**src/rtl/dcache_resp.sv**
```systemverilog
// dcache_resp: CPU-side responder for a direct-mapped, one-word-per-line,
// write-through, no-write-allocate data cache.
//
// Ports:
//   clk_i, rst_i                 clock, asynchronous active-high reset
//   Valid_cpu2cache_i            CPU request valid (held until Ready)
//   MemRW_i                      1 = store, 0 = load
//   addr_i, wdata_i              byte address (bits [1:0] ignored), store data
//   flush_i                      invalidate all lines (honoured in IDLE only)
//   rdata_o                      load data, valid with Ready_cache2cpu_o
//   Ready_cache2cpu_o            one-cycle completion pulse
//   stall_o                      pipeline hold = valid & ~ready
//   mem_valid_o/mem_we_o         backing-memory request / write enable
//   mem_addr_o/mem_wdata_o       word-aligned address / write data
//   mem_ready_i/mem_rdata_i      backing-memory accept / read data
module dcache_resp #(
  parameter int unsigned LINES = 16,
  localparam int unsigned IDX_W = $clog2(LINES),
  localparam int unsigned TAG_W = 30 - IDX_W
) (
  input  logic        clk_i,
  input  logic        rst_i,
  input  logic        Valid_cpu2cache_i,
  input  logic        MemRW_i,
  input  logic [31:0] addr_i,
  input  logic [31:0] wdata_i,
  input  logic        flush_i,
  output logic [31:0] rdata_o,
  output logic        Ready_cache2cpu_o,
  output logic        stall_o,
  output logic        mem_valid_o,
  output logic        mem_we_o,
  output logic [31:0] mem_addr_o,
  output logic [31:0] mem_wdata_o,
  input  logic        mem_ready_i,
  input  logic [31:0] mem_rdata_i
);

  typedef enum logic [2:0] {
    S_IDLE,
    S_LOOKUP,
    S_MISS_RD,
    S_WR_THRU,
    S_RESP
  } state_e;

  state_e state_q, state_d;

  logic [29:0]      req_word_q;
  logic [31:0]      req_wdata_q;
  logic             req_we_q;
  logic             hit_q;
  logic [31:0]      rdata_q;
  logic [LINES-1:0] valid_q;

  logic [TAG_W-1:0] tag_q  [LINES];
  logic [31:0]      data_q [LINES];

  logic [IDX_W-1:0] req_idx;
  logic [TAG_W-1:0] req_tag;
  logic             lookup_hit;
  logic             unused_addr;

  assign req_idx     = req_word_q[IDX_W-1:0];
  assign req_tag     = req_word_q[29:IDX_W];
  assign lookup_hit  = valid_q[req_idx] && (tag_q[req_idx] == req_tag);
  assign unused_addr = ^addr_i[1:0];

  always_comb begin
    state_d     = state_q;
    mem_valid_o = 1'b0;
    mem_we_o    = 1'b0;
    mem_addr_o  = '0;
    mem_wdata_o = '0;
    unique case (state_q)
      S_IDLE: begin
        if (!flush_i && Valid_cpu2cache_i) state_d = S_LOOKUP;
      end
      S_LOOKUP: begin
        if (req_we_q)        state_d = S_WR_THRU;
        else if (lookup_hit) state_d = S_RESP;
        else                 state_d = S_MISS_RD;
      end
      S_MISS_RD: begin
        mem_valid_o = 1'b1;
        mem_addr_o  = {req_word_q, 2'b00};
        if (mem_ready_i) state_d = S_RESP;
      end
      S_WR_THRU: begin
        mem_valid_o = 1'b1;
        mem_we_o    = 1'b1;
        mem_addr_o  = {req_word_q, 2'b00};
        mem_wdata_o = req_wdata_q;
        if (mem_ready_i) state_d = S_RESP;
      end
      S_RESP: begin
        state_d = S_IDLE;
      end
      default: state_d = S_IDLE;
    endcase
  end

  assign rdata_o           = rdata_q;
  assign Ready_cache2cpu_o = (state_q == S_RESP);
  assign stall_o           = Valid_cpu2cache_i & ~Ready_cache2cpu_o;

  always_ff @(posedge clk_i or posedge rst_i) begin
    if (rst_i) begin
      state_q     <= S_IDLE;
      valid_q     <= '0;
      req_word_q  <= '0;
      req_wdata_q <= '0;
      req_we_q    <= 1'b0;
      hit_q       <= 1'b0;
      rdata_q     <= '0;
    end else begin
      state_q <= state_d;
      unique case (state_q)
        S_IDLE: begin
          // Flush wins over a same-cycle request; the request is taken next cycle.
          if (flush_i) begin
            valid_q <= '0;
          end else if (Valid_cpu2cache_i) begin
            req_word_q  <= addr_i[31:2];
            req_wdata_q <= wdata_i;
            req_we_q    <= MemRW_i;
          end
        end
        S_LOOKUP: begin
          // Remember the hit so a store can update the line after the write beat.
          hit_q <= lookup_hit;
          if (!req_we_q && lookup_hit) rdata_q <= data_q[req_idx];
        end
        S_MISS_RD: begin
          if (mem_ready_i) begin
            valid_q[req_idx] <= 1'b1;
            rdata_q          <= mem_rdata_i;
          end
        end
        S_WR_THRU: begin
          if (mem_ready_i) rdata_q <= '0;
        end
        default: ;
      endcase
    end
  end

  // Tag/data storage carries no reset; the valid bits gate every use.
  always_ff @(posedge clk_i) begin
    if (state_q == S_MISS_RD && mem_ready_i) begin
      tag_q[req_idx]  <= req_tag;
      data_q[req_idx] <= mem_rdata_i;
    end else if (state_q == S_WR_THRU && mem_ready_i && hit_q) begin
      data_q[req_idx] <= req_wdata_q;
    end
  end

endmodule

```
**config.mk**
```make
export PLATFORM = sky130hd
export DESIGN_NAME = dcache_resp
export DESIGN_NICKNAME = d
export VERILOG_FILES = /design/src/rtl/dcache_resp.sv
export SDC_FILE = /design/constraint.sdc
export NUM_CORES = 1
export LEC_CHECK = 0
export CAP_MARGIN = 20
export CORE_MARGIN = 1
export CORE_UTILIZATION = 55
export DETAILED_ROUTE_END_ITERATION = 8
export GPL_TIMING_DRIVEN = 0
export PLACE_DENSITY = 0.77
export SLEW_MARGIN = 20
export SYNTH_ARGS = -nofsm -noshare
export SYNTH_HDL_FRONTEND = slang
export SYNTH_SLANG_ARGS = --single-unit
```
**constraint.sdc**
```tcl
create_clock -name clk_i -period 4.95 [get_ports clk_i]
set_clock_uncertainty 0.1 [all_clocks]
set_input_delay 0.99 -clock clk_i [delete_from_list [all_inputs] [get_ports clk_i]]
set_output_delay 0.99 -clock clk_i [all_outputs]
set_load 0.1 [all_outputs]
```
* Word level (Yosys, flattened, before mapping)
Memories as Yosys holds them, arrays and structs flattened.
Index checks and enable logic that the tools add are counted.
** Operators by class
- Bitwise logic cells :: 5
- Divide/modulo/power cells :: 0
- Reductions and logical operators :: 17
- $add $sub $neg :: 0
- Eq/ne operators :: 11
- Shift operators :: 0
- Muxes and demuxes :: 26
- Multiply operators :: 0
- Magnitude comparators :: 2
** Operators by type and width (count)
- $mux 32 :: 6
- $pmux 32 s3 :: 1
- $mux 16 :: 2
- $pmux 16 s2 :: 1
- $eq 26x26->1 :: 1
- $or 16x16->16 :: 1
- $mux 3 :: 4
- $ne 2x2->1 const B :: 5
- $mux 1 :: 9
- $pmux 3 s3 :: 1
- $logic_and 1x1->1 :: 7
- $eq 3x2->1 const B :: 2
- $reduce_and 3->1 :: 2
- $lt 4x5->1 const B :: 1
- $bmux 1 s4 :: 1
- $demux 1 s4 :: 1
- $ge 4x1->1 const B :: 1
- $reduce_and 4->1 :: 1
- $eq 3x1->1 const B :: 1
- $eq 3x3->1 const B :: 1
- $logic_not 3->1 :: 1
- $reduce_bool 3->1 :: 1
- $logic_not 1->1 :: 2
- $ne 2x1->1 const B :: 1
- 6 further kinds :: 7
** Storage, ports and cells
- Flip-flop bits (word level) :: 115
- ROM bits :: 0
- Bits in latches :: 0
- Logic and storage cells :: 70
- Input port bits :: 102
- Bits in writable memories :: 928
- Memories kept :: 2
** Memory list
- data_q :: words 16, bits a word 32, read ports 1, clocked after memory_dff 0, wr ports 1, RTL line 57 : logic [31:0] data_q [LINES];
- tag_q :: words 16, bits a word 26, read ports 1, clocked after memory_dff 0, wr ports 1, RTL line 56 : logic [TAG_W-1:0] tag_q [LINES];

* Depth between registers and ports, before layout
- Depth in word-level cells :: 7
- Depth in mapped cells :: 15

* Worst setup path after synthesis
No wires, ideal clock.
- Kind :: reg2reg
- Start :: reg state_q[2]
- End :: mem data_q[10][0] (enable)
- Path buffers :: 4
- Clock period less this slack :: 5.168 ns
- Setup time :: 0.461 ns
- Data arrival time :: 4.607 ns
- Path slack :: -0.218 ns
- Stages on the path, launching flop included :: 11
- Data required time :: 4.389 ns
- Path through :: dfrtp_1 -> nand2b_1 -> clkbuf_1 -> inv_1 -> and2_1 -> and3_1 -> clkbuf_1 -> nor2b_1 -> clkbuf_1 -> clkbuf_1 -> nor3_1
** On the way
- Cells in the longest elaborated chain, start to end :: 7
** RTL lines
- start, declared :: RTL line 47 : state_e state_q, state_d;
- start signal, assigned :: RTL line 117 : state_q <= state_d;
- $eq 3x2->1 :: RTL line 153 : end else if (state_q == S_WR_THRU && mem_ready_i && hit_q) begin
- $logic_and 1x1->1 (2 in series) :: RTL line 153
- $mux 1 :: RTL line 153
- $mux 1 :: RTL line 150 : if (state_q == S_MISS_RD && mem_ready_i) begin
- $mux 1 (not written as such) :: RTL line 154 : data_q[req_idx] <= req_wdata_q;
- $or 1x1->1 (no line) (*)
- end, declared :: RTL line 57
Mark *: on every way between the ends. The rest lies on a longest branch, timed or not.

* Worst setup path in the final report
- Start :: reg state_q[2]
- End :: mem data_q[11][10] (enable)
Same word-level chain as after synthesis.

==> impl.org <==
** Run status
- The run finished with clean final reports.

** Critical path
- FF-to-FF End :: data_q[11][10]
- Library cell contributing the largest single delay on the critical path :: sky130_fd_sc_hd__nor3_2
- Worst reg-to-reg path cell count :: 12
- Category of the worst setup path launch point :: flop
- Walking the worst path, the cells encountered are nand2b_1 > clkbuf_1 > inv_1 > and2_1 > and3_1 > nor2b_1 > clkbuf_1 > clkbuf_2 > nor3_2 > buf_6 > buf_4 > buf_4.
- Critical path required time :: 5.24 ns
- Startpoint of the most critical register-to-register path :: state_q[2]
- For the worst setup path, the data arrival time is 5.21 ns.
- R2R Setup Slk :: 0.02 ns
- Buffer and inverter count on the worst path :: 7
- The worst setup path is of the flop to flop kind.
- The kind of cell with the highest combined delay along the critical path is simple AND/OR/NAND/NOR gates.
- STA classifies the critical path endpoint as a flop.
- For this run, the slowest stage of the critical path takes 0.73 ns.
- Top fanout value on the critical path :: 10
- The critical path crosses 12 cells after its start point.

** Logic synthesis
- In this run, synthesis inferred 928 flip-flops with an integrated enable.
- Biggest area contributors in the synthesized netlist :: sky130_fd_sc_hd__edfxtp_1, sky130_fd_sc_hd__mux4_2, sky130_fd_sc_hd__dfrtp_1
- Cells after Synth :: 2267
- Post-synthesis register bit count :: 1043
- Share of async-settable or async-resettable flops after synthesis :: 11.03%
- Yosys synthesis warning count :: 0
- Seq/Total Area, Yosys :: 72.62%
- Number of distinct library cells after synthesis :: 61
- Main synth FF type :: sky130_fd_sc_hd__edfxtp_1
- Area share of the leading cell type in the synthesized netlist :: 65.82%
- Summing every instance area after synthesis gives 42340 µm².
- Mean cell area of the mapped netlist :: 18.68 µm²
- Cell type contributing the most total cell area after synthesis :: sky130_fd_sc_hd__edfxtp_1

** Final layout
- 0 antenna diodes ended up in the layout.
- In the layout the commonest cells are sky130_fd_sc_hd__edfxtp_1, sky130_fd_sc_hd__mux4_2, sky130_fd_sc_hd__clkdlybuf4s50_1.
- Share of cells above drive strength 1 :: 28.00%
- Leaving out fill and tap cells, the most frequent cell in the layout is sky130_fd_sc_hd__edfxtp_1.
- Measured on the finished design, the core utilization comes to 66.65%.
- Nets :: 2794
- The finished layout holds 3812 standard cells, fillers aside.
- From synthesis to final layout, the design area changed by 19.76%.

** Floorplanning
- Once the floorplan was initialized, standard cells occupied 55.65% of the core.
- 202 I/O pins were placed.
- Die Footprint :: 78090 µm²
- Cell Rows :: 101
- Die extent in x :: 279.5 µm
- The region available for standard cell placement spans 76080 µm².
- The die is 279.5 µm tall.

** Power
- Total leakage power :: 17.34 nW
- Maximum VDD drop :: 688.6 µV
- Overall power consumption after layout is estimated at 31.19 mW.
- For this design the ratio of total power to cell area is 615.2 nW/µm².

** Timing
- Crit path time final :: 4.926 ns
- The final count of hold timing violations is 0.
- Adding up every negative setup slack in the final design gives 0 ns.
- Setup violations remaining at the end of the flow were counted as 0.
- Worst slew margin relative to its limit :: 20.19%
- Setup repair after global routing left no endpoint under its margin.
- Max-slew violation count :: 0
- Ratio of final minimum period to clock period :: 99.51%
- Derived from the worst setup path, the maximum achievable clock frequency is 0.2030 GHz.
- Least-Margin Pin Slew :: 1.197 ns

** Flow run
- The tool flagged a number of max-cap violations equal to 0.

** Routing
- Drt total wl :: 120300 µm
- Total iterations of the first detailed-routing run :: 8
- Routed wirelength normalized by instance count :: 31.57 µm
- The routed layout has 25364 vias.
- After detailed routing, the number of remaining DRC violations is 0.
- In this run the remaining antenna-violating nets after routing total 0.
- For this block, the initial DRC count from the detailed router was 3800.
- Detail-routed via count per cell :: 6.654

** Clocking
- For the worst-skew pair, the clock arrives at the later sink with an insertion delay of 0.70 ns.
- Maximum count of clock buffers along a single path :: 3
- TritonCTS sink count :: 1043
- Clock tree synthesis selected as its root buffer the cell sky130_fd_sc_hd__clkbuf_16.
- TritonCTS clock tree :: yes
- Number of buffers inserted during clock tree synthesis :: 103
- Clock-pin slew was measured on the worst setup and hold paths at 0.06 ns.
- H-tree depth reported by CTS :: 3

** Placed design
- GPL Wtd Cong :: 0.8947
- During placement, the flow inserted port buffers numbering 197.
- DP Wirelength :: 78540 µm
- Placed Cells incl. Taps :: 3618

** GRT
- Across every metal layer, demand over resource in global routing totals 31.03%.
- Entering global routing, the biggest net connects 71 pins.
- After global routing the overflow that remains totals 0.
- GRT busiest layer :: met2
- Global routing consumed, on the met3 layer, 7.773% of the routing resources.
- Vias in the first global route :: 25446
- Global routing consumed, on the met2 layer, 48.91% of the routing resources.
- In the global route stage, met1 resource usage came out at 41.64%.
- Initial antenna violation count :: 1
- First-pass GRT wire length :: 173200 µm

** Min path
- Along the worst hold path, the cell count comes to 2.
- For hold timing, the worst endpoint is valid_q[6].
- In this run the worst hold path is classified as flop to flop.
- Launch point of the worst hold path :: valid_q[6]
[final cells by class]
type	instances	area, µm²
clock buffer	140	2867
fill	4749	25370
sequential	1043	30740
multi-input combinational	1063	11060
clock inverter	55	790.8
inverter	12	52.55
tap	1030	1289
buffer	148	715.7
timing repair buffer	321	3183
[layer usage]
layer / part of all wire, % / vias up / routed length, µm
li1: - / 9969 / -
met1: 35 / 12849 / 42370
met2: 47 / 2154 / 56910
met3: 13 / 392 / 15320
met4: 4.8 / 0 / 5734
met5: 0 / - / 0
[worst reg2reg max path, cell delays in order, from the launching register on]
cell                       delay (ns)
sky130_fd_sc_hd__dfrtp_1         0.53
sky130_fd_sc_hd__nand2b_1        0.22
sky130_fd_sc_hd__clkbuf_1        0.35
sky130_fd_sc_hd__inv_1           0.16
sky130_fd_sc_hd__and2_1          0.31
sky130_fd_sc_hd__and3_1          0.64
sky130_fd_sc_hd__nor2b_1         0.23
sky130_fd_sc_hd__clkbuf_1        0.31
sky130_fd_sc_hd__clkbuf_2        0.38
sky130_fd_sc_hd__nor3_2          0.73
sky130_fd_sc_hd__buf_6           0.24
sky130_fd_sc_hd__buf_4           0.21
sky130_fd_sc_hd__buf_4           0.23
[cell usage after synthesis, types with 2 or more instances]
| library cell | n |
|---|---|
| sky130_fd_sc_hd__and2_1 | 30 |
| sky130_fd_sc_hd__dfrtp_1 | 115 |
| sky130_fd_sc_hd__a22oi_1 | 24 |
| sky130_fd_sc_hd__nand2_1 | 120 |
| sky130_fd_sc_hd__buf_6 | 6 |
| sky130_fd_sc_hd__or2_2 | 2 |
| sky130_fd_sc_hd__o32ai_1 | 2 |
| sky130_fd_sc_hd__buf_1 | 3 |
| sky130_fd_sc_hd__a221oi_1 | 6 |
| sky130_fd_sc_hd__nand4_1 | 7 |
| sky130_fd_sc_hd__nor3_1 | 28 |
| sky130_fd_sc_hd__buf_2 | 34 |
| sky130_fd_sc_hd__nand3_1 | 7 |
| sky130_fd_sc_hd__mux2_2 | 107 |
| sky130_fd_sc_hd__nor2_1 | 82 |
| sky130_fd_sc_hd__a41oi_1 | 32 |
| sky130_fd_sc_hd__a31oi_1 | 16 |
| sky130_fd_sc_hd__clkbuf_1 | 95 |
| sky130_fd_sc_hd__nand2b_1 | 7 |
| sky130_fd_sc_hd__o21ai_0 | 41 |
| sky130_fd_sc_hd__buf_4 | 11 |
| sky130_fd_sc_hd__xor2_1 | 11 |
| sky130_fd_sc_hd__o2111ai_1 | 2 |
| sky130_fd_sc_hd__xnor2_1 | 16 |
| sky130_fd_sc_hd__a22o_1 | 6 |
| sky130_fd_sc_hd__o221ai_1 | 3 |
| sky130_fd_sc_hd__a21oi_1 | 47 |
| sky130_fd_sc_hd__nor2b_1 | 39 |
| sky130_fd_sc_hd__mux2i_1 | 94 |
| sky130_fd_sc_hd__a21o_1 | 4 |
| sky130_fd_sc_hd__mux4_2 | 229 |
| sky130_fd_sc_hd__o2bb2ai_1 | 2 |
| sky130_fd_sc_hd__and3_1 | 35 |
| sky130_fd_sc_hd__a211oi_1 | 2 |
| sky130_fd_sc_hd__edfxtp_1 | 928 |
| sky130_fd_sc_hd__or3_1 | 2 |
| sky130_fd_sc_hd__inv_1 | 11 |
| sky130_fd_sc_hd__o22ai_1 | 9 |
| sky130_fd_sc_hd__o21ai_1 | 30 |
[logic make-up after synthesis]
group | Yosys count | share of synthesized area [%]
flip-flops | 1043 | 72.62
multiplexers | 430 | 17.25
buffers and inverters | 162 | 1.744
AND/OR/NAND/NOR | 364 | 4.128
other | 1 | 0.008857
XOR/XNOR | 27 | 0.5585
AO/OA/AOI/OAI | 240 | 3.694
[flip-flops by register name (all words and copies together), names as in the netlist]
signal	count
data_q	512
hit_q	1
rdata_o	32
req_wdata_q	32
req_we_q	1
req_word_q	30
state_q	3
tag_q	416
valid_q	16
[repair_timing]
action	CTS	global route
buffers inserted	0	1
endpoints found under the setup margin	137	55
pin swaps	0	1
hold buffers	0	0
gates resized for setup	121	58
[power breakdown]
group | switching, mW | internal, mW
combinational | 7.05 | 4.04
sequential | 1.05 | 10.8
clock | 3.46 | 4.84
[how the worst max path moves through the flow]
| stage | slack [ns] | start | end |
|---|---|---|---|
| 4_1_cts | 0.006 | state_q[2] | mem_addr_o[10] |
| 2_1_floorplan | -0.22 | state_q[2] | data_q[10][0] |
| 3_5_place_dp | -0.45 | req_word_q[1] | mem_addr_o[3] |
| 3_3_place_gp | -3.89 | mem_ready_i | data_q[11][11] |
| 6_report | 0.02 | state_q[2] | data_q[11][10] |
| 5_1_grt | 0.004 | state_q[2] | mem_wdata_o[2] |
[per-stage QoR]
step                setup WS, ns  hold WS [ns]  area, µm²
finish                   0.02411        0.4120      50700
global route            0.003523        0.4296      50700
CTS                     0.005783        0.3983      50800
detailed placement       -0.4462        0.3922      47130
global placement          -3.886        0.3714      45600
floorplan                -0.2179        0.3573      42340
Power figures use the tool's default switching activity.
